<file path="config.mk">
export PLATFORM = sky130hd
export DESIGN_NAME = stopwatch_lap_capture
export DESIGN_NICKNAME = d
export VERILOG_FILES = /design/src/rtl/stopwatch_pkg.sv /design/src/rtl/lap_fifo.sv /design/src/rtl/stopwatch_lap_capture.sv
export SDC_FILE = /design/constraint.sdc
export NUM_CORES = 1
export LEC_CHECK = 0
export CAP_MARGIN = 5
export CORE_ASPECT_RATIO = 0.7
export CORE_MARGIN = 2
export CORE_UTILIZATION = 61
export CTS_BUF_LIST = sky130_fd_sc_hd__clkbuf_4
export DETAILED_ROUTE_END_ITERATION = 8
export HOLD_SLACK_MARGIN = 0.05
export PLACE_DENSITY = 0.95
export RECOVER_POWER = 25
export SYNTH_ARGS = -nofsm -noshare
export SYNTH_HDL_FRONTEND = slang
export SYNTH_SLANG_ARGS = --single-unit
</file>
<file path="constraint.sdc">
create_clock -name clk -period 3.46 [get_ports clk]
set_input_delay 0.692 -clock clk [delete_from_list [all_inputs] [get_ports clk]]
set_output_delay 0.692 -clock clk [all_outputs]
set_load 0.01 [all_outputs]
</file>
<file path="src/rtl/stopwatch_pkg.sv">
// Shared types and split arithmetic for the stopwatch lap-capture path.
package stopwatch_pkg;

  localparam int SW_DATA_WIDTH = 16;
  localparam int SW_MAX        = 99;

  typedef struct packed {
    logic [SW_DATA_WIDTH-1:0] lap;
    logic [SW_DATA_WIDTH-1:0] split;
  } lap_entry_t;

  // Time elapsed from prev to count on a counter that wraps at modulus.
  function automatic logic [SW_DATA_WIDTH-1:0] calc_split(
    input logic [SW_DATA_WIDTH-1:0] count,
    input logic [SW_DATA_WIDTH-1:0] prev,
    input logic [SW_DATA_WIDTH:0]   modulus
  );
    logic [SW_DATA_WIDTH:0] diff;
    if (count >= prev) diff = {1'b0, count} - {1'b0, prev};
    else               diff = {1'b0, count} + modulus - {1'b0, prev};
    return diff[SW_DATA_WIDTH-1:0];
  endfunction

endpackage

</file>
<file path="src/rtl/lap_fifo.sv">
// Synchronous FIFO of lap entries with flush; LAP_OVERWRITE_EN makes a push
// into a full FIFO evict the oldest entry instead of being dropped.
module lap_fifo
  import stopwatch_pkg::*;
#(
  parameter int DEPTH = 4,
  localparam int AW = $clog2(DEPTH),
  localparam int LW = AW + 1
) (
  input  logic          clk,
  input  logic          rst,
  input  logic          flush,
  input  logic          push,
  input  logic          pop,
  input  lap_entry_t    din,
  output lap_entry_t    dout,
  output logic          empty,
  output logic          full,
  output logic [LW-1:0] level
);

  lap_entry_t    r_mem [DEPTH];
  logic [AW-1:0] r_wr_ptr;
  logic [AW-1:0] r_rd_ptr;
  logic [LW-1:0] r_level;

  logic w_pop;
  logic w_wr;
  logic w_adv_rd;

  assign empty = (r_level == '0);
  assign full  = (r_level == LW'(DEPTH));
  assign level = r_level;
  assign w_pop = pop && !empty;

`ifdef LAP_OVERWRITE_EN
  assign w_wr     = push;
  assign w_adv_rd = w_pop || (push && full);
`else
  assign w_wr     = push && (!full || w_pop);
  assign w_adv_rd = w_pop;
`endif

  // Head is forced to zero when empty so reset/clear never exposes stale data.
  assign dout = empty ? '0 : r_mem[r_rd_ptr];

  always_ff @(posedge clk) begin
    if (w_wr && !flush) r_mem[r_wr_ptr] <= din;
  end

  always_ff @(posedge clk or posedge rst) begin
    if (rst) begin
      r_wr_ptr <= '0;
      r_rd_ptr <= '0;
      r_level  <= '0;
    end else if (flush) begin
      r_wr_ptr <= '0;
      r_rd_ptr <= '0;
      r_level  <= '0;
    end else begin
      if (w_wr)     r_wr_ptr <= r_wr_ptr + 1'b1;
      if (w_adv_rd) r_rd_ptr <= r_rd_ptr + 1'b1;
      if (w_wr && !w_adv_rd)      r_level <= r_level + 1'b1;
      else if (!w_wr && w_adv_rd) r_level <= r_level - 1'b1;
    end
  end

endmodule

</file>
<file path="src/rtl/stopwatch_lap_capture.sv">
// Samples the stopwatch count on each lap, computes the split and queues the
// pair for readout. LAP_OVERWRITE_EN selects evict-oldest on a full queue.
module stopwatch_lap_capture
  import stopwatch_pkg::*;
#(
  parameter int DATA_WIDTH = SW_DATA_WIDTH,
  parameter int MAX        = SW_MAX,
  parameter int DEPTH      = 4
) (
  input  logic                       clk,
  input  logic                       reset,
  input  logic [DATA_WIDTH-1:0]      count,
  input  logic                       lap,
  input  logic                       clear,
  output logic                       out_valid,
  input  logic                       out_ready,
  output logic [DATA_WIDTH-1:0]      out_lap,
  output logic [DATA_WIDTH-1:0]      out_split,
  output logic [$clog2(DEPTH):0]     level,
  output logic                       full,
  output logic                       overflow
);

  localparam logic [DATA_WIDTH:0] MODULUS = (DATA_WIDTH+1)'(MAX + 1);

  logic [DATA_WIDTH-1:0] r_prev_ref;
  logic                  r_overflow;

  logic       w_push;
  logic       w_pop;
  logic       w_empty;
  logic       w_full;
  lap_entry_t w_entry;
  lap_entry_t w_head;

  // Clear wins over lap: the lap is discarded and does not count as lost.
  assign w_push        = lap && !clear;
  assign w_pop         = out_valid && out_ready;
  assign w_entry.lap   = count;
  assign w_entry.split = calc_split(count, r_prev_ref, MODULUS);

  always_ff @(posedge clk or posedge reset) begin
    if (reset) begin
      r_prev_ref <= '0;
      r_overflow <= 1'b0;
    end else if (clear) begin
      r_prev_ref <= '0;
      r_overflow <= 1'b0;
    end else if (lap) begin
      // Reference follows every lap, even a dropped one, so later splits hold.
      r_prev_ref <= count;
      if (w_full && !w_pop) r_overflow <= 1'b1;
    end
  end

  lap_fifo #(
    .DEPTH (DEPTH)
  ) u_fifo (
    .clk   (clk),
    .rst   (reset),
    .flush (clear),
    .push  (w_push),
    .pop   (out_ready),
    .din   (w_entry),
    .dout  (w_head),
    .empty (w_empty),
    .full  (w_full),
    .level (level)
  );

  assign out_valid = !w_empty;
  assign out_lap   = w_head.lap;
  assign out_split = w_head.split;
  assign full      = w_full;
  assign overflow  = r_overflow;

endmodule

</file>
## Word-level counts from Yosys, hierarchy flattened

Memory sizes are Yosys's and may differ from the RTL's.
Cells that the tools add are included.

- Add/subtract/negate cells: 7
- Multiply operators: 0
- Div/mod/pow operators: 0
- Magnitude comparators: 1
- Equal/unequal tests: 1
- Shift-type cells: 0
- Multiplexer cells: 16
- Bitwise gates (word level): 0
- Reduce and logical (&&, ||, !) cells: 20

Operators by type and width:

| cell | count |
|---|---|
| 16-bit two-way mux | 3 |
| 32-bit two-way mux | 1 |
| 16-bit subtractor | 2 |
| 16-bit by 7-bit adder with 16-bit output (second input constant) | 1 |
| 16-bit >= comparator | 1 |
| 3-bit two-way mux | 3 |
| 2-bit two-way mux | 4 |
| 2-bit nonzero test | 4 |
| 1-bit logical AND | 7 |
| 1-bit zero test | 5 |
| 1-bit two-way mux | 5 |
| 2-bit by 1-bit adder with 2-bit output (second input constant) | 2 |
| 3-bit by 1-bit adder with 3-bit output (second input constant) | 1 |
| 3-bit == test (second input constant) | 1 |
| 3-bit zero test | 1 |
| 3-bit nonzero test | 1 |
| 3-bit by 1-bit subtractor with 3-bit output (second input constant) | 1 |
| 2-bit AND reduction | 1 |
| 1-bit logical OR | 1 |

- Register bits after elaboration: 24
- Latch bits: 0
- Memory bits (writable): 128
- Bits in read-only memories: 0
- Bits of input ports: 21
- Output and inout bits: 38
- Word-level logic and storage cells: 51
- Memories: 1

Memory list:

| name | depth | bits a word | read ports | clocked after memory_dff | write ports | line | text |
|---|---|---|---|---|---|---|---|
| u_fifo.r_mem | 4 | 32 | 1 | 0 | 1 | lap_fifo.sv:22 | `lap_entry_t r_mem [DEPTH];` |

## Logic depth before layout (Yosys ltp)

Gate-level depths: netlist (run 1).

- Depth after elaboration: 10
- Depth in mapped cells: 12
- Depth with buffers taken out: 12

## Cells and area by module

A second synthesis (run 1) with hierarchy kept.

- Cell total of the unflattened synthesis: 579
- Area, all modules: 8046.5 µm²

Modules (own cells, without submodules):

| module | times used | cells an instance | area an instance (µm²) | sequential area each (µm²) |
|---|---|---|---|---|
| lap_fifo | 1 | 267 | 5425.2 | 4018.9 |
| stopwatch_lap_capture | 1 | 312 | 2621.3 | 425.4 |

## Worst setup path before layout (run 1)

No wires, ideal clock.

- Kind: input to register
- Start point: input port count[6]
- End point: memory u_fifo.r_mem[0][12] (netlist bit) (data pin)
- Library setup time: 0.272 ns
- Data arrival time: 2.687 ns
- Data required time: 3.188 ns
- Setup slack: 0.501 ns
- Cell stages on the path: 11
- Path buffers: 1
- Path through: inv_1 -> ha_1 -> inv_1 -> ha_1 -> buf_6 -> a21oi_1 -> nand2_1 -> a221oi_2 -> nand2_1 -> a21o_1 -> a221o_1

RTL lines:

| what | line | text |
|---|---|---|
| from (decl) | stopwatch_lap_capture.sv:12 | `input logic [DATA_WIDTH-1:0] count,` |
| to (decl) | lap_fifo.sv:22 |  |

==> results of run 1 <==
## per-stage QoR
step / power (µW) / instance area (µm²) / TNS (ns)
finish: 5250 / 9480 / 0
global route: 5480 / 9480 / 0
CTS: 5260 / 9530 / 0
detailed placement: 4190 / 9240 / -3.63
global placement: 4080 / 9240 / -0.522
floorplan: 3340 / 8060 / 0
## state kept, by name (all words and copies together), names as in the netlist
signal and flops:
overflow 1, u_fifo.r_mem 128, u_fifo.level 3, u_fifo.r_wr_ptr 2, u_fifo.r_rd_ptr 2, r_prev_ref 16
## worst paths after layout
kind	startpoint	to	slack, ns	depth (start not counted)
max in group asynchronous	reset	u_fifo.r_rd_ptr[0]$_DFFE_PP0P_	1.51	3
hold / removal	overflow$_DFFE_PP0P_	overflow$_DFFE_PP0P_	0.52	2
min in group asynchronous	reset	r_prev_ref[15]$_DFFE_PP0P_	1.02	3
setup reg to reg	r_prev_ref[8]$_DFFE_PP0P_	u_fifo.r_mem[0][12]$_DFFE_PP_	0.36	10
setup / recovery	count[8]	u_fifo.r_mem[0][12]$_DFFE_PP_	0.1	9
hold reg to reg	overflow$_DFFE_PP0P_	overflow$_DFFE_PP0P_	0.52	2
## final cells by class
type | count | area share, %
sequential | 152 | 46.9
multi-input combinational | 359 | 34.8
timing repair buffer | 122 | 10.9
tap | 166 | 2.19
inverter | 55 | 2.18
clock inverter | 15 | 1.74
clock buffer | 17 | 1.35
## worst reg2reg max path, cell delays in order (launching register included)
cell and delay (ns):
dfrtp_1 0.43, inv_1 0.13, ha_1 0.20, inv_1 0.06, fa_1 0.53, and3b_1 0.25
a221oi_2 0.40, nand2_1 0.15, buf_4 0.17, a2111oi_2 0.37, a221o_1 0.26
## routing by layer
layer | wire length [µm] | GRT usage (%) | part of all wire [%]
met4 | 765 | 11.7 | 4.0
met5 | 0 | 0 | 0
met2 | 9040 | 45.8 | 48
met1 | 7680 | 38.5 | 40
met3 | 1520 | 6.68 | 8.0
## report_power, final
part           internal (µW)  switching (µW)  total, µW
Combinational            971             985       1960
Clock                    328             755       1080
Sequential              2160            50.7       2210
## kinds of logic after synthesis
logic type	count (synthesis)	share of synthesized area, %
flip-flops	152	55.2
AND/OR/NAND/NOR	142	8.90
AO/OA/AOI/OAI	82	7.70
buffers and inverters	77	3.96
multiplexers	54	11.7
adder cells (fa/ha/maj)	53	9.54
XOR/XNOR	28	3.04
## layout by cell type (no fill, tap or decap), types with 16 or more instances in the layout
master | Yosys | final
ha_1 | 39 | 39
dlygate4sd3_1 | 0 | 16
buf_4 | 0 | 47
a21oi_1 | 19 | 19
nand2_1 | 26 | 25
mux4_2 | 32 | 32
nor2_1 | 44 | 44
mux2i_1 | 21 | 21
inv_1 | 55 | 55
edfxtp_1 | 128 | 128
clkdlybuf4s50_1 | 0 | 42
and2_1 | 39 | 39
clkbuf_4 | 0 | 17
dfrtp_1 | 24 | 23
==> results_dict.tcl, run 1 <==
set metrics [dict create \
    status "complete, no violations" \
    ys_ff_latch 152 \
    synthTopCellsByCount "128 x edfxtp_1, 55 x inv_1, 44 x nor2_1, 39 x and2_1, 39 x ha_1" \
    clk_pin_slew_ns 0.14 \
    nets 781 \
    fmax_ghz 0.298 \
    yosysTopAreaCellShare_pct 47.7 \
    ys_warn_count 0 \
    crit_path_cell_trace "clkdlybuf4s50_1 > clkbuf_1 > fa_1 > and3b_1 > a221oi_2 > nand2_1 > buf_4 > a2111oi_2 > a221o_1" \
    cts_max_path_buffers 2 \
    slew-limit-headroom_pct 4.19 \
    cts_tree "done" \
    fp.coreArea_mm2 0.0130 \
    gp_congestion 0.988 \
    clock-sinks 152 \
    regArea_mm2 0.00445 \
    yosysUniqueCellTypes 61 \
    synth_area_mm2 0.00806 \
    drt-pass1-iter-count 6 \
    fin_util_pct 72.9 \
    antenna_cells 0 \
    async_reset_ff_share_pct 15.8 \
    ys_seq_area_share_pct 55.2 \
    final-hold-violation-count 0 \
    fp.dieW_um 141 \
    die_h_um 100 \
    cap_viol_max_count 0 \
    yosys_most_used_dff "edfxtp_1" \
    cpPeakStageDelay_ns 0.54 \
    vdd_ir_drop_max_uv 277 \
    grt_pass1_wl_mm 30.0 \
    end_kind "register" \
    hp-class "register to register" \
    pre_cts_ws_ns -0.154 \
    cts-buffers-inserted 17 \
    multi_input_area_mm2 0.00330 \
    synth_top_cell_by_area "edfxtp_1" \
    worst_slack_ns 0.0991 \
    cts_resized 0 \
    drt-total-wl_mm 19.0 \
    avgSynthCellArea_um2 13.7 \
    routedWlPerCell_um 21.5 \
    synth_nets 662 \
    p_per_area_mw_per_mm2 554 \
    syn_inst 588 \
    arrival_ns 3.78 \
    setup_viol 0 \
    final_layout_size_suffix_gt1_share_pct 17.8 \
    synth.most_common_cell "edfxtp_1" \
    via_count 5473 \
    maxSlewViolCount 0 \
    fill_cells 797 \
    dieArea_mm2 0.0142 \
    cts_root_buf "clkbuf_4" \
    cpMaxStageDelayCell "fa_1" \
    final_antenna_net_count 0 \
    post-route-min-period_ns 3.36 \
    whs_ns 0.520 \
    area_growth_pct 17.6 \
    hpwl_mm 13.5 \
    fin_cells 886 \
    startpoint_type "primary input" \
    worst_pin_slew_ns 1.44 \
    ys_top_cells_by_area "edfxtp_1 48%, mux4_2 8.9%, dfrtp_1 7.5%" \
    clock_latency_ns 0.59 \
    rsz0062_at_grt "no" \
    critPathKind "primary input to register" \
    post-route-period-util_pct 97.1 \
    cp_num_buf_inv 3 \
    viasPerCell 6.18 \
    grt_pass1_vias 5601 \
    power.leakage_uw 0.00360 \
    grt_usage_pct 28.6 \
    grt_max_degree 35 \
    antenna_found_initial 0 \
    portBuffers 58 \
    rows 35 \
    crit_fanout 6 \
    grt.overflow.total 0 \
    initial_core_util_pct 61.9 \
    required_ns 3.88 \
    h-tree-depth 4 \
    drt_iter0_markers 585 \
    synth_edf_count 128 \
    cts_hold_buf 0 \
    placed_cells 854 \
    drcViolationCount 0 \
    post_cts_buffers 0 \
    num_io_pins 59 \
    crit_family "buffers and inverters" \
    final.setup_skew_ns 0.0288 \
]
Note: power is estimated with default switching activity, not from simulation.
==> inputs of run 2 (changes only) <==
--- a/config.mk
+++ b/config.mk
@@ -10,9 +10,11 @@
 export CORE_MARGIN = 2
 export CORE_UTILIZATION = 61
 export CTS_BUF_LIST = sky130_fd_sc_hd__clkbuf_4
+export CTS_CLUSTER_SIZE = 40
 export DETAILED_ROUTE_END_ITERATION = 8
 export HOLD_SLACK_MARGIN = 0.05
-export PLACE_DENSITY = 0.95
+export MAX_ROUTING_LAYER = met4
+export PLACE_DENSITY = 0.83
 export RECOVER_POWER = 25
 export SYNTH_ARGS = -nofsm -noshare
 export SYNTH_HDL_FRONTEND = slang
==> run 2 against run 1 <==
Compared with the run above:
- the flow now finishes with violations (capacitance limit, slew limit)
- wire length is 2.8% higher
- largest power group unchanged
- highest routed layer unchanged
- utilization is 1.1 points higher
- first-iteration DRC count is 19% lower
- register-to-register slack better by 0.23 ns
- final area is 1.5% higher
- clock skew is 0.0018 ns higher
- combinational power is 2% higher
- flip-flop and latch count stayed put
- critical path type is now register to output pin
==> results_dict.tcl, run 2 (synthesis gave the netlist of run 1 again) <==
set metrics [dict create \
    final_layout_size_suffix_gt1_share_pct 19.7 \
    antenna_found_initial 0 \
    holdPathStages 2 \
    violations "capacitance limit, slew limit" \
    fp.dieW_um 141 \
    final_area_mm2 0.00962 \
    maxSlewViolCount 25 \
    final_cell_mix "128 x edfxtp_1, 64 x buf_4, 55 x inv_1" \
    clock-sinks 152 \
    fin_util_pct 73.9 \
    portBuffers 58 \
    drcViolationCount 0 \
    post-route-period-util_pct 95.1 \
    nets 796 \
    viasPerCell 5.90 \
    crit_fanout 17 \
    grt.overflow.total 0 \
    vdd_ir_drop_max_uv 286 \
    grt_usage_pct 30.2 \
    routedWlPerCell_um 21.7 \
    num_io_pins 59 \
    drt-total-wl_mm 19.5 \
    post-route-min-period_ns 3.29 \
    post_dp_cell_area_mm2 0.00934 \
    clock_latency_ns 0.56 \
    pre_cts_ws_ns -0.176 \
    cts_tree "done" \
    hpwl_mm 14.3 \
    p_per_area_mw_per_mm2 562 \
    multi_input_area_mm2 0.00330 \
    initial_core_util_pct 61.9 \
    gp_congestion 0.939 \
    r2r_cells 12 \
    cts_max_path_buffers 2 \
    final_common_cell "edfxtp_1" \
    hp-class "register to register" \
    cts_hold_buf 0 \
    grt_pass1_wl_mm 30.3 \
    via_count 5318 \
    final_antenna_net_count 0 \
    crit_path_cell_trace "buf_4 > buf_12 > mux4_2 > and2_1 > clkdlybuf4s50_1" \
    h-tree-depth 4 \
    drt-pass1-iter-count 5 \
    die_h_um 100 \
    power.leakage_uw 0.00370 \
    drt_iter0_markers 476 \
    fp.coreArea_mm2 0.0130 \
    area_growth_pct 19.4 \
    fmax_ghz 0.304 \
    cpMaxStageDelayCell "mux4_2" \
    grt_max_degree 26 \
    clk_pin_slew_ns 0.16 \
    critPathKind "register to output pin" \
    dieArea_mm2 0.0142 \
    startpoint_type "register" \
    worst_pin_slew_ns 1.56 \
    end_kind "output pin" \
    required_ns 2.77 \
    slew-limit-headroom_pct -3.83 \
    final-hold-violation-count 0 \
    setup_viol 0 \
    setup_tns_ns 0 \
    cpPeakStageDelay_ns 0.55 \
    cap_viol_max_count 1 \
    worst_slack_ns 0.169 \
    regArea_mm2 0.00445 \
    fill_cells 867 \
    power_uw 5400 \
    arrival_ns 2.60 \
    status "finished, violations left" \
    rsz0062_at_grt "no" \
    cts-buffers-inserted 17 \
    final.setup_skew_ns 0.0306 \
    grt_pass1_vias 5334 \
    antenna_cells 0 \
    cts_root_buf "clkbuf_4" \
    largest_reg_flops 128 \
    top_register "u_fifo.r_mem" \
    rows 35 \
]
## run 2: cell types whose count changed in the layout (fill, tap and decap cells not counted), sizes merged
cell           previous run  this run
buf                      49        66
clkinv                    8         4
inv                      60        63
bufinv                    0         2
clkbuf                   32        30
clkdlybuf4s50            42        41
clkinvlp                  2         1
dlygate4sd3              16        17
## run 2: worst paths after layout
kind | from | slack, ns | endpoint
max | u_fifo.r_rd_ptr[0]$_DFFE_PP0P_ | 0.17 | out_split[4]
min | overflow$_DFFE_PP0P_ | 0.52 | overflow$_DFFE_PP0P_
max reg2reg | r_prev_ref[1]$_DFFE_PP0P_ | 0.59 | u_fifo.r_mem[3][9]$_DFFE_PP_
min reg2reg | overflow$_DFFE_PP0P_ | 0.52 | overflow$_DFFE_PP0P_
max in group asynchronous | reset | 1.38 | u_fifo.r_rd_ptr[0]$_DFFE_PP0P_
min in group asynchronous | reset | 1.08 | u_fifo.r_wr_ptr[1]$_DFFE_PP0P_
## run 2: area by class of cell
type / instances / area share, %
flip-flops and latches: 152 / 46.2
multi-input cells: 359 / 34.3
repair buffers: 137 / 12.0
well taps: 166 / 2.16
inverters: 55 / 2.15
clock inverters: 15 / 1.90
clock buffers: 17 / 1.33
## run 2: what timing repair did
| action | 4_1_cts | 5_1_grt |
|---|---|---|
| endpoints found under the hold margin | 0 | 0 |
| buffers inserted | 2 | 0 |
| endpoints found under the setup margin | 4 | 22 |
| resized for setup | 0 | 1 |
## run 2: worst max-delay path, delay by kind of cell (launching register included)
family / cells / cell delay [ns]
mux: 1 / 0.55
simple gates: 1 / 0.20
buf+inv: 3 / 0.82
flops: 1 / 0.45
## run 2: power breakdown
part	switching, µW	internal (µW)
Sequential	52.3	2160
Clock	730	459
Combinational	1000	1000
## run 2: through the flow
| step | instances | hold slack [ns] |
|---|---|---|
| final | 901 | 0.517 |
| after global routing | 901 | 0.563 |
| after CTS | 902 | 0.456 |
| after detailed placement | 868 | 0.486 |
| after global placement | 868 | 0.483 |
| after floorplan | 588 | 0.486 |
## run 2: per-layer routing
| layer | up-vias | global-route usage (%) | share of wire (%) |
|---|---|---|---|
| li1 | 2422 | - | - |
| met1 | 2687 | 45.6 | 48 |
| met2 | 193 | 43.3 | 45 |
| met3 | 16 | 4.77 | 5.9 |
| met4 | 0 | 8.23 | 1.1 |
| met5 | - | - | 0 |
